===== config.mk =====
export PLATFORM = sky130hd
export DESIGN_NAME = dmem_arbiter
export DESIGN_NICKNAME = d
export VERILOG_FILES = /design/src/rtl/mips_pkg.sv /design/src/rtl/dmem_arbiter.sv
export SDC_FILE = /design/constraint.sdc
export NUM_CORES = 1
export LEC_CHECK = 0
export BUFFER_PORTS_ARGS = -buffer_cell sky130_fd_sc_hd__buf_4
export CORE_MARGIN = 2
export CORE_UTILIZATION = 44
export CTS_CLUSTER_DIAMETER = 40
export DETAILED_ROUTE_END_ITERATION = 12
export PLACE_DENSITY = 0.86
export SYNTH_ARGS = -nofsm -noshare
export SYNTH_HDL_FRONTEND = slang
export SYNTH_SLANG_ARGS = --single-unit
export TNS_END_PERCENT = 50

===== constraint.sdc =====
create_clock -name clk -period 2.5 [get_ports clk]
set_input_delay 0.125 -clock clk [delete_from_list [all_inputs] [get_ports clk]]
set_output_delay 0.125 -clock clk [all_outputs]
set_load 0.005 [all_outputs]

===== src/rtl/mips_pkg.sv =====
// Definitions shared by the MIPS pipeline blocks: data-memory geometry and
// the read-return state type used by the data-memory arbiter.
package mips_pkg;

   localparam int unsigned DMEM_AW = 6;

   typedef enum logic [1:0] {
      RET_NONE,
      RET_CPU,
      RET_DBG
   } ret_state_t;

endpackage


===== src/rtl/dmem_arbiter.sv =====
// Shares the single-port data RAM between the MEM stage (priority) and a
// debug/loader port, with a starvation counter guaranteeing debug a slot.
module dmem_arbiter
   import mips_pkg::*;
#(
   parameter int unsigned AW     = DMEM_AW,
   parameter int unsigned DW     = 32,
   parameter int unsigned STARVE = 4
) (
   input  logic          clk,
   input  logic          reset,
   input  logic          cpu_req,
   input  logic          cpu_we,
   input  logic [AW-1:0] cpu_addr,
   input  logic [DW-1:0] cpu_wdata,
   output logic [DW-1:0] cpu_rdata,
   output logic          cpu_stall,
   input  logic          dbg_req,
   input  logic          dbg_we,
   input  logic [AW-1:0] dbg_addr,
   input  logic [DW-1:0] dbg_wdata,
   output logic          dbg_gnt,
   output logic          dbg_rvalid,
   output logic [DW-1:0] dbg_rdata,
   output logic [AW-1:0] ram_addr,
   output logic          ram_we,
   output logic [DW-1:0] ram_din,
   input  logic [DW-1:0] ram_dout
);

   localparam logic [3:0] STARVE_LIM = 4'(STARVE);

   ret_state_t    r_state;
   logic [3:0]    r_starve_cnt;
   logic [DW-1:0] r_dbg_rdata;
   logic          r_dbg_rvalid;

   logic w_starved;
   logic w_dbg_win;
   logic w_cpu_gnt;

   assign w_starved = (r_starve_cnt >= STARVE_LIM);
   assign w_dbg_win = dbg_req & (~cpu_req | w_starved);
   assign w_cpu_gnt = cpu_req & ~w_dbg_win;

   assign dbg_gnt   = w_dbg_win;
   assign cpu_stall = cpu_req & w_dbg_win;

   assign ram_addr  = w_dbg_win ? dbg_addr  : cpu_addr;
   assign ram_din   = w_dbg_win ? dbg_wdata : cpu_wdata;
   assign ram_we    = (w_cpu_gnt & cpu_we) | (w_dbg_win & dbg_we);

   // The RAM output is registered, so the CPU simply samples it the cycle after its grant.
   assign cpu_rdata  = ram_dout;
   assign dbg_rdata  = r_dbg_rdata;
   assign dbg_rvalid = r_dbg_rvalid;

   always_ff @(posedge clk or negedge reset) begin
      if (!reset) begin
         r_state      <= RET_NONE;
         r_starve_cnt <= '0;
         r_dbg_rdata  <= '0;
         r_dbg_rvalid <= 1'b0;
      end else begin
         if (dbg_req & ~w_dbg_win) begin
            if (!w_starved)
               r_starve_cnt <= r_starve_cnt + 4'd1;
         end else begin
            r_starve_cnt <= '0;
         end

         if (w_dbg_win & ~dbg_we)
            r_state <= RET_DBG;
         else if (w_cpu_gnt & ~cpu_we)
            r_state <= RET_CPU;
         else
            r_state <= RET_NONE;

         if (r_state == RET_DBG)
            r_dbg_rdata <= ram_dout;
         r_dbg_rvalid <= (r_state == RET_DBG);
      end
   end

endmodule


Yosys cells after proc, flatten, opt, wreduce, memory -nomap -nowiden

Cells that the tools add are included.

Bits in registers: 39
Output and inout port bits: 106
Word-level logic and storage cells: 28

Add/subtract/negate cells: 1
Order comparisons: 1
Equal/unequal tests: 2
Multiplexer cells: 6
Bitwise logic cells: 14

Operator list:

| cell                                                | count |
|---|---|
| 2-to-1 mux 32 bit                                   | 1 |
| AND 1 bit                                           | 8 |
| 2-to-1 mux 4 bit                                    | 2 |
| 2-to-1 mux 6 bit                                    | 1 |
| adder 4 x 1 -> 4 bit, second input constant         | 1 |
| >= comparator 4 x 3 -> 1 bit, second input constant | 1 |
| inverter 1 bit                                      | 4 |
| equality test 2 bit, second input constant          | 1 |
| 2-to-1 mux 2 bit                                    | 1 |
| inequality test 2 bit, second input constant        | 1 |
| OR 1 bit                                            | 2 |
| 2-to-1 mux 1 bit                                    | 1 |

Longest topological paths before layout

Gate-level depths: netlist of run 1.

Word-level depth: 8
Mapped depth: 4

Worst setup path after synthesis of run 1

OpenSTA, ideal clock, no wires.

Path kind: register to register
Start: reg r_state[0]
End: reg r_dbg_rdata[0] (netlist: dbg_rdata[0])
Data arrival time: 1.074 ns
Required time: 2.375 ns
Path slack: 1.301 ns
Stages on the path, launching flop included: 5
Path buffers: 2
Period minus slack after synthesis: 1.199 ns
Cells stage by stage: dfrtp_1 > nor2b_1 > buf_2 > buf_4 > mux2_2

Longest elaborated chain between the ends: 1

RTL lines:

| item                   | line               | text |
|---|---|---|
| from (decl)            | dmem_arbiter.sv:33 | `ret_state_t r_state;` |
| from (signal assigned) | dmem_arbiter.sv:60 | `r_state <= RET_NONE;` |
| from (signal assigned) | dmem_arbiter.sv:73 | `r_state <= RET_DBG;` |
| from (signal assigned) | dmem_arbiter.sv:75 | `r_state <= RET_CPU;` |
| equality test 2 bit    | dmem_arbiter.sv:79 | `if (r_state == RET_DBG)` |
| to (signal assigned)   | dmem_arbiter.sv:80 | `r_dbg_rdata <= ram_dout;` |
| to (decl)              | dmem_arbiter.sv:35 | `logic [DW-1:0] r_dbg_rdata;` |

No other way between the ends.
A chain may end at the register's enable or synchronous reset.

Worst setup path after layout of run 1

Start: reg r_starve_cnt[2]
End: out dbg_gnt

Longest elaborated chain between the ends: 3

RTL lines:

| item                         | line               | text |
|---|---|---|
| from (decl)                  | dmem_arbiter.sv:34 | `logic [3:0] r_starve_cnt;` |
| from (signal assigned)       | dmem_arbiter.sv:67 | `r_starve_cnt <= r_starve_cnt + 4'd1;` |
| >= comparator 4 x 3 -> 1 bit | dmem_arbiter.sv:42 | `assign w_starved = (r_starve_cnt >= STARVE_LIM);` |
| OR 1 bit                     | dmem_arbiter.sv:43 | `assign w_dbg_win = dbg_req & (~cpu_req \| w_starved);` |
| AND 1 bit                    | dmem_arbiter.sv:43 |  |
| to (decl)                    | dmem_arbiter.sv:22 | `output logic dbg_gnt,` |

No other way between the ends.

==> flow_metrics.py, run 1 <==
metrics = {
    "sta": {
        "tightest_slew_ps": 623,
        "hold_viol": 0,
        "final-setup-viol-count": 0,
        "rsz0062_at_grt": "false",
        "slew_viol_final": 0,
        "max_freq_ghz": 0.487,
        "holdWs_ps": 11.7,
        "relSlewSlack": 0.585,
        "tns_ps": 0,
        "skew_ps": 5.60,
        "min_period_ps": 2060,
        "period_share": 0.822,
        "fin_ws_ps": 445,
    },
    "route": {
        "drt_iter0_drc": 97,
        "via_per_inst": 5.26,
        "vias": 2896,
        "finalWirelength_um": 8710,
        "drtAntennaViolNets": 0,
        "dr.pass1.iters": 4,
        "drc": 0,
        "wl_per_cell_um": 15.8,
    },
    "logic_synthesis": {
        "synth_fa_ha_area_frac": 0.00420,
        "syn_area_per_cell_um2": 9.89,
        "synthXorXnorAreaFrac": 0,
        "seq_area_frac_synth": 0.328,
        "ys_types": 25,
        "yosysWarnings": 0,
        "synth_nets": 416,
        "synthSimpleGateAreaFrac": 0.304,
        "synthCells": 301,
        "syn-cell-area_um2": 2980,
        "synthMuxAreaShare": 0.121,
        "synth_top_family_by_area": "simple AND/OR/NAND/NOR gates",
        "synth_seq_cells": 39,
        "synth_compound_area_frac": 0.105,
    },
    "power": {
        "p_int_uw": 1640,
        "p_seq_frac": 0.365,
        "power_density_nw_per_um2": 487,
        "p_leak_uw": 0.00211,
        "p_comb_frac": 0.357,
        "ir_drop_mv": 0.241,
        "p_clk_frac": 0.278,
        "netSwitchingFraction": 0.253,
        "switching_power_uw": 555,
    },
    "run": {
        "maxCapViolCount": 0,
    },
    "setup_path": {
        "crit_start": "r_starve_cnt[2]",
        "crit_chain": "nor3b_4 -> buf_4 -> and2b_2 -> buf_4",
        "reg2regPathDepth": 3,
        "slowest_delay_ps": 590,
        "crit_fanout": 33,
        "cp.required_ps": 2380,
        "arrival_ps": 1930,
        "start_kind": "register",
        "crit_type": "reg -> out",
        "slowest_stage": "dfrtp_1",
        "end_kind": "output pin",
        "crit_top_cell": "buf_4",
        "r2r_start": "r_starve_cnt[2]",
    },
    "layout": {
        "drive_gt1_frac": 0.568,
        "nFillCells": 505,
        "post-route-util": 0.698,
        "fin_nets": 588,
        "syn_to_final_growth_pct": 51.3,
        "num_antenna_cells": 0,
    },
    "grt": {
        "antenna_found_initial": 0,
        "grt_start_max_net_pins": 84,
        "grt.total_usage": 0.217,
        "grt.met2_usage": 0.405,
        "grt_pass1_wl_um": 13100,
        "use_met3": 0.0695,
        "grt_pass1_vias": 2832,
        "use_met1": 0.237,
        "grt.busiest_layer": "met2",
        "gr-total-overflow": 0,
    },
    "floorplan": {
        "dieArea_um2": 7440,
        "core_um2": 6460,
        "fp.dieH_um": 86.3,
        "start_util": 0.461,
        "io_pins": 220,
        "rows": 29,
        "die_x_um": 86.3,
    },
    "placement": {
        "place_congestion": 0.789,
        "place_hpwl_um": 6700,
        "place_ws_ps": 779,
        "io_buffer_count": 219,
    },
    "hold_path": {
        "whs_path_depth": 2,
        "hp-class": "in -> reg",
        "hold_start": "dbg_we",
    },
    "clock_tree": {
        "cts_sinks": 39,
        "cts_setup_buffers": 0,
        "cts_tree": "yes",
        "htree_num_levels": 2,
        "cts_buffer_depth": 2,
        "path_clk_slew_ps": 70,
        "root_buffer": "clkbuf_8",
        "numCtsBuffers": 5,
        "clkLatencyLatePin_ps": 280,
    },
    "run_status": {
        "status": "finished clean",
    },
}
## metrics by stage
stage	cell area [µm²]	cells	total power, µW
finish	4510	551	2190
global route	4510	551	2310
CTS	4510	551	2210
detailed placement	4350	541	1600
global placement	4350	541	1580
floorplan	2980	301	1130
## path summary, 6_finish.rpt
path                       slack (ps)         endpoint
min reg2reg                       450  r_starve_cnt[0]
max                               440          dbg_gnt
min in group asynchronous         350    dbg_rdata[21]
max in group asynchronous        1790       r_state[0]
min                                10       r_state[1]
max reg2reg                      1010       r_state[1]
## worst max-delay path, delay by kind of cell (launching register included)
kind | cells | cell delay, ps
buf+inv | 2 | 500
flops | 1 | 590
simple gates | 2 | 550
## power by group through the flow
stage          logic [µW]  registers, µW  clock network, µW
5_1_grt               847            813                650
3_3_place_gp          771            804                  0
3_5_place_dp          790            813                  0
4_1_cts               794            801                620
6_report              784            800                610
2_1_floorplan         311            816                  0
## flip-flops by register name (all words and copies together), names as in the netlist
name / cells
dbg_rdata: 32
dbg_rvalid: 1
r_state: 2
r_starve_cnt: 4
## layout by cell type (no fill, tap or decap)
| cell type | instances |
|---|---|
| or2b_1 | 5 |
| and4_1 | 2 |
| o22ai_1 | 1 |
| buf_4 | 224 |
| conb_1 | 1 |
| nand4bb_1 | 38 |
| o211ai_1 | 35 |
| ha_1 | 1 |
| nor3b_1 | 2 |
| nand2b_1 | 33 |
| nand2_1 | 41 |
| o211ai_2 | 3 |
| bufinv_16 | 2 |
| nor4_1 | 1 |
| dlygate4sd3_1 | 2 |
| nor2b_2 | 1 |
| dfrtp_1 | 39 |
| mux2_2 | 32 |
| clkbuf_1 | 1 |
| clkbuf_8 | 5 |
| nor2_1 | 2 |
| nor3b_4 | 1 |
| and2b_2 | 1 |
| o21a_1 | 1 |
## cell usage after synthesis, drive strengths merged
cell | number | area, µm²
conb | 1 | 3.75
or2b | 5 | 37.5
dfrtp | 39 | 976
and2b | 1 | 8.76
o22ai | 1 | 6.26
nor3b | 3 | 33.8
nor2b | 1 | 6.26
buf | 43 | 328
ha | 1 | 12.5
nor4 | 1 | 6.26
and4 | 2 | 17.5
nand2b | 33 | 206
nor2 | 2 | 7.51
nand2 | 41 | 154
clkbuf | 17 | 65.1
o211ai | 38 | 300
mux2 | 32 | 360
nand4bb | 38 | 428
dlymetal6s2s | 1 | 12.5
o21a | 1 | 7.51
## layout make-up
cell class / instances / area (µm²) / area share
clock inverter: 2 / 60.1 / 0.0133
clock buffer: 6 / 72.6 / 0.0161
tap: 77 / 96.3 / 0.0214
multi-input combinational: 201 / 1600 / 0.355
timing repair buffer: 226 / 1700 / 0.378
sequential: 39 / 976 / 0.217
## metal layers
| metal | part of all wire | wire length, µm | up-vias |
|---|---|---|---|
| li1 | - | - | 1393 |
| met1 | 0.36 | 3180 | 1346 |
| met2 | 0.52 | 4550 | 144 |
| met3 | 0.095 | 824 | 13 |
| met4 | 0.018 | 157 | 0 |
| met5 | 0 | 0 | - |
## logic make-up (layout without fill, tap and decap cells)
| kind of cell | after synthesis | in the layout |
|---|---|---|
| mux | 32 | 32 |
| compound gates | 40 | 40 |
| flops | 39 | 39 |
| simple gates | 127 | 127 |
| other cells | 1 | 1 |
| buf+inv | 61 | 234 |
| fa+ha+maj | 1 | 1 |
## what timing repair did
action                                  4_1_cts  5_1_grt
hold buffers                                  2        0
gates resized for setup                       0        0
endpoints found under the setup margin        0        0
endpoints found under the hold margin        40        0
Note: power is estimated with default switching activity, not from simulation.
==> run 2, diff against run 1 <==
--- a/config.mk
+++ b/config.mk
@@ -7,10 +7,10 @@
 export LEC_CHECK = 0
 export BUFFER_PORTS_ARGS = -buffer_cell sky130_fd_sc_hd__buf_4
 export CORE_MARGIN = 2
-export CORE_UTILIZATION = 44
+export CORE_UTILIZATION = 41
 export CTS_CLUSTER_DIAMETER = 40
 export DETAILED_ROUTE_END_ITERATION = 12
-export PLACE_DENSITY = 0.86
+export PLACE_DENSITY = 0.81
 export SYNTH_ARGS = -nofsm -noshare
 export SYNTH_HDL_FRONTEND = slang
 export SYNTH_SLANG_ARGS = --single-unit
==> constraint.sdc (replaced) <==
create_clock -name clk -period 2.1 [get_ports clk]
set_input_delay 0.105 -clock clk [delete_from_list [all_inputs] [get_ports clk]]
set_output_delay 0.105 -clock clk [all_outputs]
set_load 0.005 [all_outputs]
==> flow_metrics.py, run 2 (synthesis gave the netlist of run 1 again) <==
metrics = {
    "run_status": {
        "status": "finished clean",
    },
    "hold_path": {
        "hp-class": "in -> reg",
    },
    "sta": {
        "final-setup-viol-count": 0,
        "tightest_slew_ps": 635,
        "period_share": 0.866,
        "skew_ps": 3.06,
        "relSlewSlack": 0.577,
        "max_freq_ghz": 0.550,
        "holdWs_ps": 62.5,
        "rsz0062_at_grt": "false",
        "min_period_ps": 1820,
        "hold_viol": 0,
        "fin_ws_ps": 282,
        "slew_viol_final": 0,
        "tns_ps": 0,
    },
    "layout": {
        "nFillCells": 608,
        "seq_area_um2": 976,
        "final_common_cell": "buf_4",
        "num_antenna_cells": 0,
        "largest_register_ffs": 32,
        "drive_gt1_frac": 0.566,
        "fin_nets": 589,
        "syn_to_final_growth_pct": 52.6,
        "multiInputGateArea_um2": 1600,
        "final_cell_mix": "224 x buf_4, 41 x nand2_1, 39 x dfrtp_1, 38 x nand4bb_1, 35 x o211ai_1",
    },
    "route": {
        "finalWirelength_um": 8470,
        "vias": 2916,
        "drt_iter0_drc": 62,
        "drtAntennaViolNets": 0,
        "dr.pass1.iters": 4,
        "drc": 0,
        "wl_per_cell_um": 14.8,
        "via_per_inst": 5.08,
    },
    "placement": {
        "place_hpwl_um": 6570,
        "place_ws_ps": 579,
        "place_congestion": 0.810,
        "io_buffer_count": 219,
    },
    "floorplan": {
        "fp.dieH_um": 89.2,
        "die_x_um": 89.2,
        "start_util": 0.417,
        "core_um2": 7140,
        "rows": 31,
        "io_pins": 220,
        "dieArea_um2": 7960,
    },
    "clock_tree": {
        "clkLatencyLatePin_ps": 280,
        "path_clk_slew_ps": 70,
        "cts_sinks": 39,
        "cts_setup_buffers": 0,
        "root_buffer": "clkbuf_8",
        "htree_num_levels": 2,
        "numCtsBuffers": 5,
        "cts_tree": "yes",
        "cts_buffer_depth": 2,
    },
    "grt": {
        "grt_pass1_wl_um": 12400,
        "grt_start_max_net_pins": 84,
        "grt_pass1_vias": 2704,
        "antenna_found_initial": 0,
        "grt.total_usage": 0.198,
        "gr-total-overflow": 0,
    },
    "setup_path": {
        "slowest_stage": "dfrtp_1",
        "cp.required_ps": 2000,
        "crit_fanout": 23,
        "crit_chain": "nor3b_4 -> buf_4 -> o211ai_1 -> buf_4",
        "crit_type": "reg -> out",
        "start_kind": "register",
        "arrival_ps": 1710,
        "end_kind": "output pin",
        "slowest_delay_ps": 540,
        "crit_top_cell": "buf_4",
    },
    "run": {
        "maxCapViolCount": 0,
    },
    "power": {
        "power_density_nw_per_um2": 572,
        "ir_drop_mv": 0.302,
        "p_leak_uw": 0.00211,
    },
}
[run 2: cell types whose count changed in the layout (fill, tap and decap cells not counted)]
cell | previous run | this run
dlygate4sd3_1 | 2 | 3
[run 2: final timing paths]
| check | from | endpoint | slack [ps] | depth (start not counted) |
|---|---|---|---|---|
| max | r_starve_cnt[2] | ram_addr[2] | 280 | 4 |
| min | ram_dout[30] | dbg_rdata[30] | 60 | 2 |
| max reg2reg | r_state[0] | dbg_rdata[24] | 740 | 3 |
| min reg2reg | r_starve_cnt[0] | r_starve_cnt[0] | 450 | 1 |
| max in group asynchronous | reset | dbg_rdata[11] | 1440 | 2 |
| min in group asynchronous | reset | dbg_rdata[30] | 320 | 2 |
[run 2: repair_timing]
action | 4_1_cts | 5_1_grt
hold buffers | 3 | 0
resized for setup | 0 | 0
endpoints found under the hold margin | 41 | 0
[run 2: where the power goes]
group	switching [µW]	internal (µW)
clock	243	475
sequential	69.1	883
combinational	336	594
total	648	1950
[run 2: per-layer routing]
layer  track usage  wire [µm]  vias to the layer above
li1              -          -                     1394
met1         0.217       3060                     1359
met2         0.362       4400                      147
met3        0.0545        815                       16
met4        0.0706        194                        0
met5             0          0                        -
[run 2: area by class of cell]
cell class / count / share of cell area
clock buffer: 6 / 0.0160
clock inverter: 2 / 0.0132
multi-input combinational: 201 / 0.352
sequential: 39 / 0.215
tap: 99 / 0.0273
timing repair buffer: 227 / 0.377
[run 2: per-stage QoR]
step / cells / util / area (µm²) / power [µW]
floorplan: 301 / - / 2980 / 1340
global placement: 563 / 0.614 / 4380 / 1880
detailed placement: 563 / 0.614 / 4380 / 1900
CTS: 574 / 0.637 / 4540 / 2630
global route: 574 / 0.637 / 4540 / 2750
finish: 574 / 0.637 / 4540 / 2600
[run 2: worst max-delay path: cells and delay by family (launching register included)]
family | cells | cell delay, ps
compound gates | 1 | 170
simple gates | 1 | 260
flops | 1 | 540
buf+inv | 2 | 460
